`src/rtl/curve_pkg.sv`:
```
// Shared types and elaboration-time helpers for the curve delay mapper:
// the curve mode encoding and the constant functions that build the transfer tables.
package curve_pkg;

    typedef enum logic [1:0] {
        CURVE_LIN   = 2'd0,
        CURVE_QUAD  = 2'd1,
        CURVE_IQUAD = 2'd2,
        CURVE_MUTE  = 2'd3
    } curve_mode_e;

    // Width of the tap select bus; a single-stage line still gets one bit.
    function automatic int tap_width(input int depth);
        return (depth > 1) ? $clog2(depth) : 1;
    endfunction

    function automatic int unsigned full_scale(input int w);
        return (32'd1 << w) - 32'd1;
    endfunction

    function automatic int unsigned lin_point(input int unsigned x, input int in_w,
                                              input int out_w);
        longint unsigned xl;
        longint unsigned imax;
        longint unsigned omax;
        xl   = 64'(x);
        imax = 64'(full_scale(in_w));
        omax = 64'(full_scale(out_w));
        return 32'((xl * omax) / imax);
    endfunction

    function automatic int unsigned quad_point(input int unsigned x, input int in_w,
                                               input int out_w);
        longint unsigned xl;
        longint unsigned imax;
        longint unsigned omax;
        xl   = 64'(x);
        imax = 64'(full_scale(in_w));
        omax = 64'(full_scale(out_w));
        return 32'((xl * xl * omax) / (imax * imax));
    endfunction

    // Mirror of the quadratic curve about both axes, giving the log-like shape.
    function automatic int unsigned iquad_point(input int unsigned x, input int in_w,
                                                input int out_w);
        return full_scale(out_w) - quad_point(full_scale(in_w) - x, in_w, out_w);
    endfunction

endpackage

```
`src/rtl/curve_delay_mapper_if.sv`:
```
// Sample/control bundle between the sample source, the curve delay mapper and the
// amplitude path.
interface curve_delay_mapper_if
    import curve_pkg::*;
#(
    parameter int IN_W  = 5,
    parameter int OUT_W = 7,
    parameter int DEPTH = 9
);
    localparam int TAP_W = tap_width(DEPTH);

    // Handshake: ready is a one-cycle strobe qualifying in (there is no back-pressure,
    // every strobe taken while en=1 and flush=0 is accepted); out_valid is a one-cycle
    // pulse marking the cycle in which exp_out carries a freshly mapped, primed tap.
    logic              en;
    logic              ready;
    logic              flush;
    logic [IN_W-1:0]   in;
    logic [1:0]        mode;
    logic [TAP_W-1:0]  tap_sel;
    logic [OUT_W-1:0]  exp_out;
    logic              out_valid;

    modport master (
        output en, ready, flush, in, mode, tap_sel,
        input  exp_out, out_valid
    );

    modport slave (
        input  en, ready, flush, in, mode, tap_sel,
        output exp_out, out_valid
    );

endinterface

```
`src/rtl/curve_lut.sv`:
```
// Combinational transfer-curve lookup: three constant tables of 2^IN_W entries
// selected by mode, with mute forcing zero.
module curve_lut
    import curve_pkg::*;
#(
    parameter int IN_W  = 5,
    parameter int OUT_W = 7
) (
    input  curve_mode_e        mode,
    input  logic [IN_W-1:0]    x,
    output logic [OUT_W-1:0]   y
);
    localparam int ENTRIES = 2 ** IN_W;

    logic [OUT_W-1:0] lin_t   [ENTRIES];
    logic [OUT_W-1:0] quad_t  [ENTRIES];
    logic [OUT_W-1:0] iquad_t [ENTRIES];

    // Every entry is folded to a constant at elaboration; no arithmetic survives.
    for (genvar i = 0; i < ENTRIES; i++) begin : g_tab
        localparam logic [OUT_W-1:0] LIN_V   = OUT_W'(lin_point(32'(i), IN_W, OUT_W));
        localparam logic [OUT_W-1:0] QUAD_V  = OUT_W'(quad_point(32'(i), IN_W, OUT_W));
        localparam logic [OUT_W-1:0] IQUAD_V = OUT_W'(iquad_point(32'(i), IN_W, OUT_W));
        assign lin_t[i]   = LIN_V;
        assign quad_t[i]  = QUAD_V;
        assign iquad_t[i] = IQUAD_V;
    end

    always_comb begin
        y = '0;
        unique case (mode)
            CURVE_LIN:   y = lin_t[x];
            CURVE_QUAD:  y = quad_t[x];
            CURVE_IQUAD: y = iquad_t[x];
            CURVE_MUTE:  y = '0;
            default:     y = '0;
        endcase
    end

endmodule

```
`src/rtl/curve_delay_mapper.sv`:
```
// Strobed delay line with run-time tap select feeding a selectable transfer curve
// into a registered output with a primed-tap valid pulse.
module curve_delay_mapper
    import curve_pkg::*;
#(
    parameter int IN_W  = 5,
    parameter int OUT_W = 7,
    parameter int DEPTH = 9
) (
    input  logic                  MHz10,
    input  logic                  nrst,
    curve_delay_mapper_if.slave   bus
);
    localparam int TAP_W  = tap_width(DEPTH);
    localparam int FILL_W = $clog2(DEPTH + 1);

    logic [IN_W-1:0]   stage [DEPTH];
    logic [FILL_W-1:0] fill;
    logic              ready_d;
    logic [OUT_W-1:0]  exp_out_q;
    logic              out_valid_q;

    logic              accept;
    logic [TAP_W-1:0]  tap_eff;
    logic [IN_W-1:0]   tap_x;
    logic              primed;
    curve_mode_e       mode_e;
    logic [OUT_W-1:0]  curve_y;

    assign accept = bus.en & bus.ready & ~bus.flush;
    assign mode_e = curve_mode_e'(bus.mode);

    // Out-of-range taps read the oldest stage, so "primed" then means a full line.
    always_comb begin
        tap_eff = bus.tap_sel;
        if (32'(bus.tap_sel) >= 32'(DEPTH)) begin
            tap_eff = TAP_W'(DEPTH - 1);
        end
    end

    assign tap_x  = stage[tap_eff];
    assign primed = 32'(fill) > 32'(tap_eff);

    // Flush clears even while disabled; a strobe in the same cycle is dropped.
    always_ff @(posedge MHz10 or negedge nrst) begin
        if (!nrst) begin
            for (int i = 0; i < DEPTH; i++) begin
                stage[i] <= '0;
            end
        end else if (bus.flush) begin
            for (int i = 0; i < DEPTH; i++) begin
                stage[i] <= '0;
            end
        end else if (bus.en && bus.ready) begin
            stage[0] <= bus.in;
            for (int i = 1; i < DEPTH; i++) begin
                stage[i] <= stage[i-1];
            end
        end
    end

    always_ff @(posedge MHz10 or negedge nrst) begin
        if (!nrst) begin
            fill <= '0;
        end else if (bus.flush) begin
            fill <= '0;
        end else if (bus.en && bus.ready && (fill != FILL_W'(DEPTH))) begin
            fill <= fill + FILL_W'(1);
        end
    end

    always_ff @(posedge MHz10 or negedge nrst) begin
        if (!nrst) begin
            ready_d <= 1'b0;
        end else begin
            ready_d <= accept;
        end
    end

    curve_lut #(
        .IN_W  (IN_W),
        .OUT_W (OUT_W)
    ) u_lut (
        .mode (mode_e),
        .x    (tap_x),
        .y    (curve_y)
    );

    // The update lands one cycle after the strobe, reading the line as already shifted;
    // mode and tap_sel are therefore taken at this edge, not at the strobe edge.
    always_ff @(posedge MHz10 or negedge nrst) begin
        if (!nrst) begin
            exp_out_q   <= '0;
            out_valid_q <= 1'b0;
        end else if (!bus.en) begin
            exp_out_q   <= '0;
            out_valid_q <= 1'b0;
        end else if (ready_d) begin
            exp_out_q   <= curve_y;
            out_valid_q <= primed;
        end else begin
            out_valid_q <= 1'b0;
        end
    end

    assign bus.exp_out   = exp_out_q;
    assign bus.out_valid = out_valid_q;

endmodule

```
`src/flat_wrapper.sv`:
```
// flat-port wrapper written by rule: the top's interface ports become plain ports
module curve_delay_mapper_flat import curve_pkg::*;
#(
    parameter int IN_W  = 5,
    parameter int OUT_W = 7,
    parameter int DEPTH = 9
)
  (MHz10, nrst, bus_en, bus_ready, bus_flush, bus_in, bus_mode, bus_tap_sel, bus_exp_out, bus_out_valid);
  curve_delay_mapper_if #(.IN_W(IN_W), .OUT_W(OUT_W), .DEPTH(DEPTH)) bus_i ();
  input  logic MHz10;
  input  logic nrst;
  input wire logic [$bits(bus_i.en)-1:0] bus_en;
  input wire logic [$bits(bus_i.ready)-1:0] bus_ready;
  input wire logic [$bits(bus_i.flush)-1:0] bus_flush;
  input wire logic [$bits(bus_i.in)-1:0] bus_in;
  input wire logic [$bits(bus_i.mode)-1:0] bus_mode;
  input wire logic [$bits(bus_i.tap_sel)-1:0] bus_tap_sel;
  output wire logic [$bits(bus_i.exp_out)-1:0] bus_exp_out;
  output wire logic [$bits(bus_i.out_valid)-1:0] bus_out_valid;
  assign bus_i.en = bus_en;
  assign bus_i.ready = bus_ready;
  assign bus_i.flush = bus_flush;
  assign bus_i.in = bus_in;
  assign bus_i.mode = bus_mode;
  assign bus_i.tap_sel = bus_tap_sel;
  assign bus_exp_out = bus_i.exp_out;
  assign bus_out_valid = bus_i.out_valid;
  curve_delay_mapper #(.IN_W(IN_W), .OUT_W(OUT_W), .DEPTH(DEPTH)) u_core (.MHz10(MHz10), .nrst(nrst), .bus(bus_i));
endmodule
```
`config.mk`:
```
export PLATFORM = sky130hd
export DESIGN_NAME = curve_delay_mapper_flat
export DESIGN_NICKNAME = d
export VERILOG_FILES = /design/src/rtl/curve_pkg.sv /design/src/rtl/curve_delay_mapper_if.sv /design/src/rtl/curve_lut.sv /design/src/rtl/curve_delay_mapper.sv /design/src/flat_wrapper.sv
export SDC_FILE = /design/constraint.sdc
export NUM_CORES = 1
export LEC_CHECK = 0
export BUFFER_PORTS_ARGS = -buffer_cell sky130_fd_sc_hd__buf_2
export CORE_MARGIN = 1
export CORE_UTILIZATION = 30
export DETAILED_ROUTE_END_ITERATION = 12
export SYNTH_ARGS = -nofsm -noshare
export SYNTH_HDL_FRONTEND = slang
export SYNTH_HIERARCHICAL = 1
export SYNTH_SLANG_ARGS = --single-unit
export TNS_END_PERCENT = 1
```
`constraint.sdc`:
```
create_clock -name MHz10 -period 4.7 [get_ports MHz10]
set_clock_uncertainty 0.2 [all_clocks]
set_input_delay 0.235 -clock MHz10 [delete_from_list [all_inputs] [get_ports MHz10]]
set_output_delay 0.235 -clock MHz10 [all_outputs]
set_load 0.005 [all_outputs]
```
Word level (Yosys, flattened, before mapping)
Memory sizes are Yosys's and may differ from the RTL's.
Index checks and enable logic that the tools add are counted.

cells by class
  add/subtract/negate cells = 1
  magnitude comparators = 4
  eq/ne operators = 5
  mux-type cells = 19
  bitwise gates (word level) = 5
  reduce and logical (&&, ||, !) cells = 5

operators by type and width
  cell                                                      count
  2-to-1 mux 45 bit                                         2
  2-to-1 mux 7 bit                                          8
  one-hot mux 7 bit (4 select lines)                        1
  binary-select mux 5 bit (select 4 bit)                    1
  2-to-1 mux 4 bit                                          3
  2-to-1 mux 5 bit                                          2
  greater-or-equal comparator 6 bit, second input constant  1
  NOT 5 -> 6 bit                                            1
  greater-or-equal comparator 5 bit, second input constant  1
  NOT 4 -> 5 bit                                            1
  adder 4 x 1 -> 4 bit, second input constant               1
  == test 2 bit, second input constant                      2
  greater-or-equal comparator 4 bit, second input constant  1
  > comparator 4 bit                                        1
  != test 4 bit, second input constant                      1
  nonzero test 2 bit                                        2
  bitwise AND 1 bit                                         2
  == test 2 x 1 -> 1 bit, second input constant             1
  logical AND 1 bit                                         2
  logical NOT 2 bit                                         1
  2-to-1 mux 1 bit                                          2
  != test 2 x 1 -> 1 bit, second input constant             1
  NOT 1 bit                                                 1

word-level totals
  register bits after elaboration = 58
  memory bits (read-only) = 672
  bits of input ports = 16
  output and inout bits = 8
  logic and storage cells = 55
  memories kept = 3

memories
  memory           depth  width  read ports  clocked after Yosys merged registers in  wr ports  RTL line         text
  (no name shown)  32     7      1           0                                        0         curve_lut.sv:34  CURVE_IQUAD: y = iquad_t[x];
  (no name shown)  32     7      1           0                                        0         curve_lut.sv:33  CURVE_QUAD: y = quad_t[x];
  (no name shown)  32     7      1           0                                        0         curve_lut.sv:32  CURVE_LIN: y = lin_t[x];

Logic depth before layout (Yosys ltp)
Gate-level depths: netlist (run 1).

  depth in word-level cells = 13
  mapped depth = 16
  depth with buffers taken out = 13

Modules after synthesis
Netlist (run 1), hierarchy kept.

by module, submodules not included
  module              instances  cells each  area each (um2)  seq. area each (um2)
  curve_delay_mapper  1          307         2824.0           1451.4
  curve_lut           1          119         839.6            0.0

Worst setup path after synthesis (run 1)
No wires, ideal clock.

  path kind = input to register
  start = input port bus_tap_sel[3]
  end = register u_core.exp_out_q[0], in the netlist u_core/bus.exp_out[0]
  data arrival time = 3.194 ns
  setup slack = 1.233 ns
  stages on the path = 15
  path buffers = 2
  cells stage by stage = nand2b_1 buf_6 inv_4 buf_6 nand2_1 a32o_1 o31ai_1 inv_1 ha_1 nand2b_2 o21ai_1 mux4_2 o32ai_2 mux2i_1 nor2b_1

on the way
  longest elaborated chain between the ends = 13
  elaborated cells between the ends (all ways) = 19
  those cells by class = order compare (1); mux (13); bitwise (2); memory (3)

RTL lines
  item                                                      RTL line                                           text
  start, declared                                           flat_wrapper.sv:17                                 input wire logic [$bits(bus_i.tap_sel)-1:0] bus_tap_sel;
  greater-or-equal comparator 4 bit                         curve_delay_mapper.sv:36                           if (32'(bus.tap_sel) >= 32'(DEPTH)) begin
  2-to-1 mux 4 bit (*)                                      curve_delay_mapper.sv:36
  NOT 4 -> 5 bit (implied by the code) (*)                  curve_delay_mapper.sv:41                           assign tap_x = stage[tap_eff];
  binary-select mux 5 bit (select 4 bit) (*)                curve_delay_mapper.sv:41
  2-to-1 mux 5 bit (implied by the code) (*) (2 in series)  curve_delay_mapper.sv:41
  via u_core.tap_x[0]                                       curve_delay_mapper.sv:25                           logic [IN_W-1:0] tap_x;
  NOT 5 -> 6 bit (implied by the code) (*)                  curve_lut.sv:32, curve_lut.sv:33, curve_lut.sv:34
  memory (32 x 7 bit), on equally long branches             n/a
  2-to-1 mux 7 bit, on equally long branches (2 in series)  curve_lut.sv:34, curve_lut.sv:32, curve_lut.sv:33
  one-hot mux 7 bit (4 select lines) (*)                    curve_lut.sv:31                                    unique case (mode)
  via u_core.curve_y[0]                                     curve_delay_mapper.sv:28                           logic [OUT_W-1:0] curve_y;
  2-to-1 mux 7 bit (*)                                      curve_delay_mapper.sv:98                           end else if (ready_d) begin
  2-to-1 mux 7 bit (*)                                      curve_delay_mapper.sv:95                           end else if (!bus.en) begin
  end signal, assigned                                      curve_delay_mapper.sv:99                           exp_out_q <= curve_y;
  end, declared                                             curve_delay_mapper.sv:20                           logic [OUT_W-1:0] exp_out_q;

Mark *: on every way through the listed nets, which the timed path passes. The rest lies on a longest branch. The select of a mux whose other input is x is not followed.
A chain may end at the register's enable or synchronous reset.

Worst setup path after layout (run 1)
Ends and elaborated chain as after synthesis.

==> impl_metrics.py, run 1 <==
metrics = {
    "outcome": {
        "status": "finished clean",
    },
    "floorplan": {
        "rows": 39,
        "ios": 24,
        "die_w_um": 112.5,
        "die_y_um": 112.5,
        "start_util_pct": 31.41,
        "design.die.area_um2": 12660,
        "core_um2": 11660,
    },
    "synthesis": {
        "synthCells": 426,
        "syn_area_um2": 3664,
        "synthTopCellsByArea": "dfrtp_1, nand2_1, a21oi_1",
        "synth-async-reset-ratio_pct": 100.0,
        "synth-warning-count": 6,
        "synth.top_cell.area_share_pct": 39.62,
        "ys_seq_elements": 58,
        "synthFlopType": "dfrtp_1",
        "synth.distinct_cells": 58,
        "synth-seq-area-share_pct": 39.62,
        "synth_fp_nets": 455,
        "syn_area_per_cell_um2": 8.600,
        "yosys.area.top_type": "dfrtp_1",
        "synth-edff-count": 0,
    },
    "finish": {
        "fin_cells": 589,
        "drive_above_1_share_pct": 13.68,
        "seq_area_um2": 1451,
        "fillers": 1171,
        "nets": 470,
        "area_growth_pct": 14.45,
        "multi_input_area_um2": 1989,
        "diodes": 0,
        "final_area_um2": 4193,
    },
    "global_route": {
        "grt_pass1_wl_um": 14580,
        "gr-max-usage-layer": "met2",
        "met3_usage_pct": 4.158,
        "grt_max_degree": 59,
        "grt_pass1_vias": 3004,
        "grt_overflow_total": 0,
        "use_met2_pct": 22.98,
        "antenna_found_initial": 0,
        "grt_usage_pct": 14.46,
        "met1_usage_pct": 19.00,
    },
    "pwr": {
        "clock_power_share_pct": 49.5,
        "power_frac_seq_pct": 38.1,
        "power_density_nw_per_um2": 321.0,
        "swShare_pct": 26.41,
        "internal-power_uw": 990.3,
        "ir_drop_mv": 0.2042,
        "switchingPower_uw": 355.3,
        "pwr-share-comb_pct": 12.4,
        "power_leakage_nw": 1.728,
    },
    "sta": {
        "fin_crit_sh_pct": 73.17,
        "hold_viol": 0,
        "slew_headroom_pct": 17.85,
        "drv_slew": 0,
        "min_period_ns": 3.439,
        "max_freq_mhz": 290.8,
        "rsz0062_at_grt": "false",
        "setup_violations": 0,
        "tightest_slew_ns": 1.232,
        "fin_setup_tns_ns": 0,
    },
    "clock_tree": {
        "clkTransAtPathRegs_ns": 0.06,
        "cts_buffers": 9,
        "cts_setup_buffers": 0,
        "cts.path.max_buffers": 2,
        "cts_htree_levels": 3,
        "clock_sinks": 58,
        "root_buffer": "clkbuf_16",
        "cts_resized": 0,
        "postCtsHoldBufs": 6,
        "clk_latency_ns": 0.33,
        "cts_tree": "done",
    },
    "worst_setup_path": {
        "crit_path_end_kind": "register",
        "worstSetupPathType": "in -> reg",
        "startpoint_type": "input port",
        "crit_path_max_fanout": 39,
        "arrival_ns": 3.50,
        "r2r_setup_slack_ns": 1.41,
        "cp.required_ns": 4.76,
    },
    "placement": {
        "io_buffer_count": 23,
        "dp_cells": 567,
        "place_hpwl_um": 5540,
        "gp_congestion": 0.8465,
        "place_area_um2": 3827,
    },
    "drt": {
        "drt-total-wl_um": 8743,
        "viasPerCell": 5.263,
        "drc": 0,
        "postRouteAntennaNets": 0,
        "drtIter0Drc": 209,
        "vias": 3100,
        "detail_route.wl_per_cell_um": 14.84,
        "first_pass_iters": 5,
    },
    "min_path": {
        "min_path_type": "in -> reg",
    },
    "flow_run": {
        "drv_cap": 0,
    },
}
[metal layers]
layer  up-vias  share of wire, %
met5         -                 0
met4         0               1.3
met3        11               4.9
met2        88                47
met1      1490                47
li1       1511                 -
[layout by cell type, fill, tap and decap left out, drive strengths merged, types with 3 or more instances in the layout]
| cell type | Yosys | routed |
|---|---|---|
| nor2b | 13 | 13 |
| dfrtp | 58 | 58 |
| a21oi | 57 | 57 |
| nor2 | 13 | 13 |
| nand3 | 3 | 3 |
| mux2i | 17 | 17 |
| inv | 12 | 12 |
| mux2 | 9 | 9 |
| clkinvlp | 0 | 3 |
| o31ai | 5 | 5 |
| o22ai | 5 | 5 |
| clkbuf | 13 | 10 |
| nor3 | 4 | 4 |
| a311oi | 3 | 3 |
| o221ai | 3 | 3 |
| o211ai | 3 | 3 |
| buf | 18 | 29 |
| ha | 13 | 13 |
| nand2 | 111 | 111 |
| nand2b | 11 | 11 |
| or2 | 3 | 3 |
| a211oi | 4 | 4 |
| mux4 | 3 | 3 |
| o21ai | 10 | 10 |
| dlygate4sd3 | 0 | 6 |
[registers in the layout (all words and copies together) (netlist names)]
signal,count
u_core/stage,45
u_core/bus.exp_out,7
u_core/fill,4
u_core/bus.out_valid,1
u_core/ready_d,1
[final cells by class]
type                            instances  area share, %
Clock buffer                           10          5.700
Inverter                               12          1.134
Multi-Input combinational cell        325          47.45
Tap cell                              143          4.267
Sequential cell                        58          34.62
Clock inverter                          6          1.582
Timing Repair Buffer                   35          5.252
[power groups by stage]
stage | clock network, mW | registers [mW] | logic, mW
after global routing | 0.711 | 0.513 | 0.185
after detailed placement | 0 | 0.521 | 0.162
after global placement | 0 | 0.521 | 0.160
after floorplan | 0 | 0.518 | 0.120
final | 0.667 | 0.512 | 0.167
after CTS | 0.688 | 0.512 | 0.167
[path summary, 6_finish.rpt]
kind | cells past startpoint | to | startpoint
max in group asynchronous | 3 | u_core/bus.exp_out[1]$_DFFE_PN0P_ | nrst
hold / removal | 2 | u_core/bus.exp_out[5]$_DFFE_PN0P_ | bus_en
min in group asynchronous | 3 | u_core/stage[30]$_DFFE_PN0P_ | nrst
setup reg to reg | 9 | u_core/bus.exp_out[0]$_DFFE_PN0P_ | u_core/stage[43]$_DFFE_PN0P_
hold reg to reg | 2 | u_core/stage[1]$_DFFE_PN0P_ | u_core/stage[1]$_DFFE_PN0P_
setup / recovery | 12 | u_core/bus.exp_out[0]$_DFFE_PN0P_ | bus_tap_sel[3]
[worst max-delay path, stage by stage]
cell      delay, ns
buf_2          0.21
nand2b_1       0.32
inv_4          0.16
mux4_2         0.35
nand2b_1       0.09
a22o_1         0.95
nand2b_2       0.32
o21ai_1        0.07
mux4_2         0.46
o32ai_2        0.10
mux2i_1        0.10
nor2b_1        0.12
[per-stage QoR]
stage / setup WS, ns / hold WS, ns / power [mW] / util [%]
after floorplan: 1.233 / -0.2606 / 0.6381 / -
after global placement: 0.9742 / 0.2387 / 0.6810 / 32.82
after detailed placement: 0.9124 / 0.2428 / 0.6832 / 32.82
after CTS: 1.272 / 0.04087 / 1.367 / 35.95
after global routing: 0.9153 / 0.05187 / 1.408 / 35.95
final: 1.261 / 0.05341 / 1.346 / 35.95
[synth_stat cells (all sizes together), types with 2 or more instances]
library cell	n
a221oi	2
o21ai	10
a211o	2
dfrtp	58
ha	13
xnor2	2
nand2b	11
o32ai	2
a22o	2
o31ai	5
nor2	13
mux2	9
buf	18
nor3b	2
or2	3
a311oi	3
inv	12
a31oi	2
nor3	4
mux4	3
o22ai	5
and2b	2
o2bb2ai	2
nand2	111
nand3	3
clkbuf	13
o221ai	3
a21oi	57
a211oi	4
nor2b	13
o21bai	2
o211ai	3
mux2i	17
nand4	2
[cells by family (layout without fill, tap and decap cells)]
group	count (synthesis)	in the layout	share of synthesized area [%]
simple gates	167	167	20.08
mux	29	29	9.255
xor+xnor	3	3	0.7173
compound gates	112	112	19.50
fa+ha+maj	14	14	4.747
buf+inv	43	63	6.079
flops	58	58	39.62
(Power assumes the default switching activity.)
==> inputs of run 2 (changes only) <==
--- a/config.mk
+++ b/config.mk
@@ -5,6 +5,7 @@
 export SDC_FILE = /design/constraint.sdc
 export NUM_CORES = 1
 export LEC_CHECK = 0
+export ABC_AREA = 1
 export BUFFER_PORTS_ARGS = -buffer_cell sky130_fd_sc_hd__buf_2
 export CORE_MARGIN = 1
 export CORE_UTILIZATION = 30
==> constraint.sdc (replaced) <==
create_clock -name MHz10 -period 2.9 [get_ports MHz10]
set_clock_uncertainty 0.2 [all_clocks]
set_input_delay 0.145 -clock MHz10 [delete_from_list [all_inputs] [get_ports MHz10]]
set_output_delay 0.145 -clock MHz10 [all_outputs]
set_load 0.005 [all_outputs]
==> impl_metrics.py, run 2 <==
metrics = {
    "global_route": {
        "grt_pass1_vias": 3367,
        "grt_usage_pct": 15.60,
        "grt_max_degree": 41,
        "antenna_found_initial": 0,
        "grt_overflow_total": 0,
        "grt_pass1_wl_um": 15700,
    },
    "min_path": {
        "min_path_type": "in -> reg",
        "min_path_cells": 3,
        "worstHoldEndpoint": "u_core/bus.exp_out[3]$_DFFE_PN0P_",
        "holdCritStartpoint": "bus_en",
    },
    "finish": {
        "drive_above_1_share_pct": 12.52,
        "final_cell_mix": "nand2_1, nand3_1, inv_1, dfrtp_1, o22ai_1",
        "layout_commonest_cell": "nand2_1",
        "largest_reg_flops": 45,
        "area_growth_pct": 16.30,
        "fin_util_pct": 36.44,
        "diodes": 0,
        "nets": 559,
        "top_register": "u_core/stage",
    },
    "synthesis": {
        "synth.distinct_cells": 31,
        "synthFlopType": "dfrtp_1",
        "synth-warning-count": 6,
        "synth-edff-count": 0,
        "yosys.area.top_type": "dfrtp_1",
        "synthCells": 502,
        "syn_area_per_cell_um2": 7.280,
        "synth_adder_area_share_pct": 4.451,
        "synthTopCellsByArea": "dfrtp_1, nand2_1, nand3_1",
        "synth_mux_area_share_pct": 0,
        "synthTopCellsByCount": "nand2_1, nand3_1, inv_1",
        "synth_top_family_by_area": "simple AND/OR/NAND/NOR gates",
        "synth_fp_nets": 531,
        "synth_compound_area_share_pct": 12.02,
        "yosys.area_share.simple_pct": 30.98,
        "synth-seq-area-share_pct": 39.71,
        "synth-async-reset-ratio_pct": 100.0,
        "syn_area_um2": 3655,
        "synth_xor_area_share_pct": 0,
        "yosysMostFrequentCell": "nand2_1",
        "synth.top_cell.area_share_pct": 39.71,
        "ys_seq_elements": 58,
    },
    "floorplan": {
        "design.die.area_um2": 12630,
        "start_util_pct": 31.34,
        "ios": 24,
        "die_y_um": 112.4,
        "rows": 39,
        "core_um2": 11660,
        "die_w_um": 112.4,
    },
    "sta": {
        "drv_slew": 0,
        "max_freq_mhz": 435.4,
        "tightest_slew_ns": 0.6844,
        "min_period_ns": 2.297,
        "fin_setup_tns_ns": 0,
        "fin_hold_ws_ns": 0.03373,
        "slew_headroom_pct": 54.31,
        "fin_crit_sh_pct": 79.19,
        "rsz0062_at_grt": "false",
        "setup_violations": 0,
        "hold_viol": 0,
    },
    "clock_tree": {
        "root_buffer": "clkbuf_16",
        "cts_buffers": 9,
        "cts_tree": "done",
        "cts_resized": 0,
        "clk_latency_ns": 0.32,
        "cts_setup_buffers": 0,
        "cts_htree_levels": 3,
        "clock_sinks": 58,
        "clkTransAtPathRegs_ns": 0.05,
        "cts.path.max_buffers": 2,
    },
    "drt": {
        "detail_route.wl_per_cell_um": 13.51,
        "first_pass_iters": 4,
        "drc": 0,
        "postRouteAntennaNets": 0,
        "drt-total-wl_um": 9158,
        "vias": 3417,
        "drtIter0Drc": 125,
        "viasPerCell": 5.040,
    },
    "pwr": {
        "total_power_mw": 2.199,
        "power_leakage_nw": 2.049,
        "pwr-share-comb_pct": 13.6,
        "internal-power_mw": 1.605,
        "power_density_nw_per_um2": 517.4,
        "ir_drop_mv": 0.2757,
        "clock_power_share_pct": 48.6,
        "switchingPower_uw": 594.7,
        "power_frac_seq_pct": 37.8,
        "swShare_pct": 27.04,
    },
    "flow_run": {
        "drv_cap": 0,
    },
    "worst_setup_path": {
        "crit_path_end_kind": "register",
        "reg2reg_depth": 16,
        "r2r_end": "u_core/bus.exp_out[1]$_DFFE_PN0P_",
        "worstSetupPathType": "reg -> reg",
        "cp.required_ns": 2.91,
        "arrival_ns": 2.31,
        "r2r-start": "u_core/stage[7]$_DFFE_PN0P_",
        "startpoint_type": "register",
        "crit_path_max_fanout": 16,
        "r2r_setup_slack_ns": 0.60,
    },
    "placement": {
        "io_buffer_count": 23,
        "place_hpwl_um": 6366,
        "gp_congestion": 0.9254,
    },
    "outcome": {
        "status": "finished clean",
    },
}
run 2: cell types whose count changed in the layout (fill, tap and decap cells not counted), moves of 17 or more:
cell     delta
nand3_1    +93
o22ai_1    +30
mux2i_1    -17
inv_1      +61
a21oi_1    -50
nand2_1    +25
run 2: worst max path at each step:
stage | from | to | slack (ns) | cells after the start
4_1_cts | u_core/stage[27]$_DFFE_PN0P_ | u_core/bus.exp_out[1]$_DFFE_PN0P_ | 0.60 | 16
2_1_floorplan | bus_tap_sel[0] | u_core/bus.exp_out[0]$_DFFE_PN0P_ | 0.57 | 16
6_report | u_core/stage[7]$_DFFE_PN0P_ | u_core/bus.exp_out[1]$_DFFE_PN0P_ | 0.60 | 16
3_5_place_dp | bus_tap_sel[3] | u_core/bus.exp_out[3]$_DFFE_PN0P_ | 0.29 | 18
5_1_grt | u_core/stage[27]$_DFFE_PN0P_ | u_core/bus.exp_out[2]$_DFFE_PN0P_ | 0.24 | 16
3_3_place_gp | bus_tap_sel[3] | u_core/bus.exp_out[3]$_DFFE_PN0P_ | 0.35 | 18
run 2: layout make-up:
type,instances,area (um2)
clock buffer,10,239.0
clock inverter,6,66.31
fill,1205,7412
inverter,76,292.8
multi-input combinational,342,1734
sequential,58,1451
tap,143,178.9
timing repair buffer,43,287.8
run 2: logic make-up after synthesis:
family / Yosys count
and+or+nand+nor: 258
buffers and inverters: 102
AOI/OAI and AO/OA: 71
DFF: 58
adders and majority gates: 13
run 2: repair_timing:
item,CTS,global route
endpoints found under the setup margin,0,0
hold endpoints to repair,38,0
hold buffers,9,0
run 2: worst max-delay path, stage by stage, from the launching register on:
cell and delay (ns):
dfrtp_1 0.38, nand3_1 0.09, nand3_1 0.08, nand2_1 0.07
nand2_1 0.05, nand2_1 0.07, nand2_1 0.33, inv_6 0.26
nand2_1 0.14, nand2_1 0.08, nand2_1 0.05, nand2_1 0.06
nand2_1 0.05, nand3_1 0.08, nand3_1 0.07, nand3_1 0.09
nand2_1 0.06
run 2: metal layers:
layer	GRT usage, %	wire (um)	up-vias
li1	-	-	1701
met1	19.81	4226	1596
met2	25.59	4304	101
met3	2.916	425	19
met4	7.556	201	0
met5	0	0	-
run 2: metrics by stage:
stage / setup WS (ns) / cell area (um2) / cells
floorplan: 0.5696 / 3655 / 502
global placement: 0.3477 / 3855 / 653
detailed placement: 0.2939 / 3855 / 653
CTS: 0.5985 / 4250 / 678
global route: 0.2395 / 4250 / 678
finish: 0.6035 / 4250 / 678
run 2: power by group through the flow:
stage / Combinational [mW] / Sequential [mW] / Clock, mW
global placement: 0.290 / 0.844 / 0
detailed placement: 0.289 / 0.845 / 0
finish: 0.299 / 0.830 / 1.07
CTS: 0.299 / 0.830 / 1.11
global route: 0.340 / 0.832 / 1.14
floorplan: 0.213 / 0.841 / 0
